$ cat config.mk
export PLATFORM = sky130hd
export DESIGN_NAME = bin_to_bcd
export DESIGN_NICKNAME = d
export VERILOG_FILES = /design/src/rtl/bin_to_bcd.sv
export SDC_FILE = /design/constraint.sdc
export NUM_CORES = 1
export LEC_CHECK = 0
export CORE_MARGIN = 1.5
export CORE_UTILIZATION = 59
export DETAILED_ROUTE_END_ITERATION = 6
export GPL_ROUTABILITY_DRIVEN = 0
export HOLD_SLACK_MARGIN = 0.12
export PLACE_DENSITY = 0.84
export REMOVE_ABC_BUFFERS = 1
export SLEW_MARGIN = 15
export SYNTH_ARGS = -nofsm -noshare
export SYNTH_HDL_FRONTEND = slang
export SYNTH_HIERARCHICAL = 1
export SYNTH_SLANG_ARGS = --single-unit
$ cat constraint.sdc
create_clock -name clk -period 3 [get_ports clk]
set_input_delay 0.6 -clock clk [delete_from_list [all_inputs] [get_ports clk]]
set_output_delay 0.6 -clock clk [all_outputs]
set_load 0.02 [all_outputs]
$ cat src/rtl/bin_to_bcd.sv
// bin_to_bcd
//   Sequential 10-bit binary to 3-digit packed BCD converter. It uses
//   double-dabble (add-3 then shift) and processes one binary bit per clock.
//   The registered outputs change only on the done pulse, so the downstream
//   display never sees intermediate values.
//
//   Ports:
//     clk    in   rising-edge clock
//     reset  in   asynchronous, active-high reset
//     start  in   conversion request, sampled only in IDLE
//     bin    in   [9:0] operand, captured on the accepting edge
//     busy   out  high while a conversion is in flight
//     done   out  one-cycle pulse; bcd/ovf update on the same edge
//     bcd    out  [11:8] hundreds, [7:4] tens, [3:0] ones
//     ovf    out  captured operand was > 999; held until the next done
//
//   Build option:
//     BIN2BCD_SAT_EN  when defined, results above 999 saturate to 12'h999.
//                     When undefined, bcd is the value mod 1000.
//   The latency and handshake are identical in both builds.

// Single BCD digit correction: a digit >= 5 would become >= 10 after the
// following doubling, so 3 is added first to make it carry into the next
// nibble.
module bin_to_bcd_digit (
  input  logic [3:0] d_i,
  output logic [3:0] d_o
);
  assign d_o = (d_i >= 4'd5) ? d_i + 4'd3 : d_i;
endmodule

module bin_to_bcd (
  input  logic        clk,
  input  logic        reset,
  input  logic        start,
  input  logic [9:0]  bin,
  output logic        busy,
  output logic        done,
  output logic [11:0] bcd,
  output logic        ovf
);
  localparam int NUM_DIG = 4;

  typedef enum logic [1:0] {IDLE, SHIFT, FIX} state_t;

  state_t                    state_q, state_d;
  logic [3:0]                cnt_q, cnt_d;
  logic [15:0]               scr_q, scr_d;    // thousands/hundreds/tens/ones
  logic [9:0]                sreg_q, sreg_d;  // binary bits still to shift in
  logic [11:0]               bcd_q, bcd_d;
  logic                      ovf_q, ovf_d;
  logic                      done_q, done_d;
  logic [NUM_DIG-1:0][3:0]   adj;

  for (genvar g = 0; g < NUM_DIG; g++) begin : g_dig
    bin_to_bcd_digit u_dig (
      .d_i (scr_q[g*4 +: 4]),
      .d_o (adj[g])
    );
  end

  always_comb begin
    state_d = state_q;
    cnt_d   = cnt_q;
    scr_d   = scr_q;
    sreg_d  = sreg_q;
    bcd_d   = bcd_q;
    ovf_d   = ovf_q;
    done_d  = 1'b0;
    case (state_q)
      IDLE: begin
        if (start) begin
          sreg_d  = bin;
          scr_d   = '0;
          cnt_d   = '0;
          state_d = SHIFT;
        end
      end
      SHIFT: begin
        {scr_d, sreg_d} = {adj, sreg_q} << 1;
        if (cnt_q == 4'd9) state_d = FIX;
        else               cnt_d   = cnt_q + 4'd1;
      end
      FIX: begin
        // A 10-bit value tops out at 1023, so a nonzero thousands digit is
        // the only way to exceed 999.
        ovf_d = (scr_q[15:12] != 4'd0);
`ifdef BIN2BCD_SAT_EN
        bcd_d = (scr_q[15:12] != 4'd0) ? 12'h999 : scr_q[11:0];
`else
        bcd_d = scr_q[11:0];
`endif
        done_d  = 1'b1;
        state_d = IDLE;
      end
      default: state_d = IDLE;
    endcase
  end

  always_ff @(posedge clk or posedge reset) begin
    if (reset) begin
      state_q <= IDLE;
      cnt_q   <= '0;
      scr_q   <= '0;
      sreg_q  <= '0;
      bcd_q   <= '0;
      ovf_q   <= 1'b0;
      done_q  <= 1'b0;
    end else begin
      state_q <= state_d;
      cnt_q   <= cnt_d;
      scr_q   <= scr_d;
      sreg_q  <= sreg_d;
      bcd_q   <= bcd_d;
      ovf_q   <= ovf_d;
      done_q  <= done_d;
    end
  end

  assign busy = (state_q != IDLE);
  assign done = done_q;
  assign bcd  = bcd_q;
  assign ovf  = ovf_q;
endmodule

==> metrics.txt, run 1 <==
status=finished clean; critical path type=reg -> out; die width=65.9 µm; Area Overhead vs Synth=16.1%; RSZ-0062 raised after global routing=no; Max Cap Viol=0; CORE AREA=between 3000 and 4000 µm²; Rows=22; total number of vias=~1600; wire per inst=between 10 and 15 µm; GRT overflow=0; Detailed Routing Iterations Pass 1=4; total CTS buffers=5; Leakage=around 1.3 nW; Hold WC Path Type=reg -> reg; warnings from Yosys=6; Worst setup EP type=primary output; die span in y=65.9 µm; DRC=0; Worst-Skew Late Latency=0.29 ns; fin nets=262; Final Non-Filler Cells=between 200 and 300; diode count=0; power per cell area=1020 nW/µm²; Slew headroom=a little under half; share of cells above drive strength 1=about an eighth; post-CTS resize count=0; met1 Usage GRT=between 20% and 30%; cts hold-fix bufs=0; Initial Utilization=between 60% and 70%; gr usage total=between 15 and 20%; I/O Pins=28; DR vias/cell=5.52; vias in the first global route=1480; critical path peak fanout=14; Final Hold Fails=0; clk buf depth=2; period utilization=between 70% and 80%; initial antenna violation count=0; synthesized area per cell=roughly 11 µm²; first-pass GRT wire length=6490 µm; drt total wl=between 3000 and 4000 µm; # setup viols final=0; cells after synthesis=210; CTS clk-pin slew, worst paths=approximately 0.08 ns; number of clock sinks=46; GR Util met2=roughly 32%; H-tree Lvls=2; GRT met3 Usage=under 10%; Antenna Nets Post-Route=0; busiest layer in global routing=met2; Worst Path Arrival=around 1.7 ns; CTS tree=yes; CP Launch Type=flip-flop; Slew @ Worst Pin=about 0.8 ns; CTS root buffer=clkbuf_8; Max VDD drop=roughly 0.65 mV; final setup TNS=0 ns; Final Max Tran Viols=0; WP data required=around 2.4 ns; Total Power=about 2.8 mW; DRT iter0 DRCs=between 50 and 60; clock skew=slightly above 0.008 ns; Fmax=430 MHz; Post-DP HPWL=around 2700 µm; largest net degree at the start of global routing=31; placed cell count=between 200 and 300; min Tclk post-route=around 2.3 ns; IO Port Bufs=27; Die ar.=between 4000 and 5000 µm²; Post-Syn Area=around 2300 µm²; Post-CTS Setup Inserts=0
[per-layer routing]
layer | share of wire, % | wire, µm
met1 | 49 | 1840
met2 | 45 | 1730
met3 | 4.6 | 176
met4 | 1.3 | 49
met5 | 0 | 0
[worst max-delay path: stages, from the launching register on]
cell	delay, ns
dfrtp_1	0.54
or2_2	0.36
clkdlybuf4s50_1	0.54
[per-stage QoR]
step / utilization, % / hold WS (ns) / worst slack (ns) / cell area (µm²)
2_1_floorplan: - / 0.451 / 1.10 / 2250
3_3_place_gp: 70.4 / 0.467 / 0.975 / 2620
3_5_place_dp: 70.4 / 0.476 / 0.951 / 2620
4_1_cts: 72.9 / 0.494 / 0.671 / 2710
5_1_grt: 72.9 / 0.518 / 0.608 / 2710
6_report: 72.9 / 0.490 / 0.675 / 2710
[path summary, 6_finish.rpt]
check                           start         to  slack (ns)  depth (start not counted)
max in group asynchronous       reset     bcd[5]        1.73                          3
min in group asynchronous       reset   cnt_q[3]        0.70                          2
setup / recovery           state_q[0]       busy        0.67                          2
setup reg to reg           state_q[0]  scr_q[10]        1.10                          3
hold reg to reg             sreg_q[4]  sreg_q[4]        0.49                          2
hold / removal              sreg_q[4]  sreg_q[4]        0.49                          2
[placed cells by master (no fill, tap or decap), drive strengths merged]
cell type	count
clkinv	1
nand2b	7
buf	5
inv	11
nand2	26
or2	1
xnor2	4
and2	1
nor2	6
ha	10
a31oi	1
dfrtp	46
o21bai	1
a21oi	9
nand3b	2
mux2i	11
mux2	12
a22oi	1
clkdlybuf4s50	27
nand3	6
nor2b	5
and3b	2
o211ai	1
a22o	16
nor4	1
o21ai	18
a41oi	1
clkbuf	7
nor3b	1
[state kept, by name (all words and copies together), names as in the netlist]
signal / cells
bcd: 12
state_q: 2
cnt_q: 4
sreg_q: 10
scr_q: 16
done: 1
ovf: 1
[area by class of cell]
class                           count  area (µm²)
Sequential cell                    46        1150
Timing Repair Buffer               32         308
Clock buffer                        7        86.3
Inverter                           11        41.3
Clock inverter                      1        5.00
Tap cell                           48        60.1
Fill cell                         270        1010
Multi-Input combinational cell    143        1060
[power breakdown]
group / switching (mW) / internal (mW) / total (mW)
sequential: 0.255 / 0.870 / 1.13
clock: 0.190 / 0.186 / 0.376
combinational: 0.592 / 0.659 / 1.25
No activity file was read; power rests on OpenSTA's default activity.
==> inputs of run 2 (changes only) <==
CORE_UTILIZATION = 55   (was 59)
PLACE_DENSITY = 0.79   (was 0.84)
clock period = 2.35 ns   (was 3 ns; I/O delays follow)
==> run 2 against run 1 <==
Wire length up 0.45%. Via count increased by 0.69%. Cell count is 1.0% higher. Clock power increased by 29%. Total power is 29% higher. Count of clock-buffer cells in the layout unchanged. Sequential power increased by 26%. Clock skew is essentially flat. Sequential cell count stayed put. Setup slack got worse by 0.51 ns. First-iteration DRC count rose by 110%. Die area up 6.9%. Critical endpoint unchanged. Largest power group unchanged. Highest routed layer unchanged.
==> metrics.txt, run 2 (same netlist as run 1, synthesis figures left out) <==
Worst Path Buf+Inv=1; CP Launch Type=flip-flop; Final Hold Fails=0; WP data required=roughly 1.9 ns; DRT iter0 DRCs=approximately 120; commonest non-fill, non-tap cell in the layout=dfrtp_1; Leakage=1.31 nW; H-tree Lvls=2; CTS clk-pin slew, worst paths=roughly 0.080 ns; Post-DP Area=about 2600 µm²; die width=68.1 µm; total number of vias=roughly 1600; combinational fraction of design power=a little under half; Worst setup EP type=primary output; IO Port Bufs=27; DRC=0; Final Max Tran Viols=0; FILL cells=between 300 and 400; share of cells above drive strength 1=13.3%; cts hold-fix bufs=0; clk buf depth=2; drt total wl=3810 µm; most frequent cells in the layout=dfrtp_1 (46), clkdlybuf4s50_1 (27), nand2_1 (26); number of flip-flops under the largest register name=16; Int Pwr=2.22 mW; first-pass GRT wire length=6750 µm; number of clock sinks=46; Top Family by Delay on Critical Path=buffers and inverters; Rows=23; Slew headroom=between 60 and 70%; wire per inst=13.1 µm; Slew @ Worst Pin=between 0.5 and 0.6 ns; RSZ-0062 raised after global routing=no; CTS tree=yes; Max VDD drop=approximately 0.64 mV; post-CTS resize count=0; # setup viols final=0; sequential power share=about 40%; crit-path cells=or2_2 -> clkdlybuf4s50_1; final instance area=~2700 µm²; Fmax=approximately 460 MHz; Post-CTS Setup Inserts=0; critical path type=reg -> out; diode count=0; period utilization=between 90 and 100%; min Tclk post-route=around 2.2 ns; Max Cap Viol=0; die span in y=around 68 µm; CP max stage cell=clkdlybuf4s50_1; fin nets=about 260; CTS root buffer=clkbuf_8; Clk pwr share=between 10% and 20%; GRT overflow=0; Worst Path Arrival=about 1.7 ns; Post-DP HPWL=about 2600 µm; Initial Utilization=57.9%; Area Overhead vs Synth=17.1%; Hold WC Path Type=reg -> reg; Worst-Skew Late Latency=around 0.30 ns; initial antenna violation count=0; final setup TNS=0 ns; clock skew=0.00854 ns; gr usage total=approximately a fifth; CP max stage delay=about 0.54 ns; CORE AREA=around 4000 µm²; vias in the first global route=~1500; Die ar.=between 4000 and 5000 µm²; critical path peak fanout=14; total CTS buffers=5; Detailed Routing Iterations Pass 1=4; DR vias/cell=about 5.5; Largest Register=scr_q; power per cell area=about 1300 nW/µm²; sw power=~1.3 mW; status=finished clean; Total Power=approximately 3.6 mW; I/O Pins=28; Antenna Nets Post-Route=0; largest net degree at the start of global routing=between 40 and 50; switch share=between 30% and 40%
run 2: worst reg2reg max path, stage by stage (launching register included):
cell and delay (ns):
dfrtp_1 0.60, nor2b_2 0.56, buf_4 0.25, a41oi_1 0.12, a31oi_1 0.16
run 2: stage by stage:
stage | cells | setup WS [ns] | utilization (%) | hold WS (ns)
5_1_grt | 291 | 0.0613 | 67.8 | 0.516
3_3_place_gp | 283 | 0.489 | 65.5 | 0.472
6_report | 291 | 0.164 | 67.8 | 0.488
2_1_floorplan | 200 | 0.445 | - | 0.451
3_5_place_dp | 283 | 0.486 | 65.5 | 0.475
4_1_cts | 291 | 0.145 | 67.8 | 0.494
run 2: final timing paths:
kind                       startpoint         end  slack, ns  depth (start not counted)
max                        state_q[0]        busy       0.16                          2
min                         sreg_q[9]   sreg_q[9]       0.49                          2
max reg2reg                state_q[0]    cnt_q[3]       0.58                          4
min reg2reg                 sreg_q[9]   sreg_q[9]       0.49                          2
max in group asynchronous       reset      bcd[5]       1.33                          3
min in group asynchronous       reset  state_q[1]       0.63                          3
run 2: layout make-up:
class	instances	area (µm²)	share of cell area, %
clock buffer	7	86.3	3.16
clock inverter	1	5.00	0.183
inverter	11	41.3	1.51
multi-input combinational	143	1060	38.7
sequential	46	1150	42.1
tap	50	62.6	2.29
timing repair buffer	33	328	12.0
run 2: power by group through the flow:
| stage | sequential [mW] | combinational (mW) | clock (mW) |
|---|---|---|---|
| global route | 1.48 | 1.85 | 0.532 |
| global placement | 1.43 | 1.60 | 0 |
| floorplan | 1.46 | 1.13 | 0 |
| detailed placement | 1.44 | 1.67 | 0 |
| CTS | 1.43 | 1.67 | 0.499 |
| finish | 1.42 | 1.64 | 0.486 |
run 2: layer usage:
metal	share of wire [%]	global-route usage, %
met1	49	24.1
met2	46	32.6
met3	4.1	5.43
met4	1.6	7.50
met5	0	0
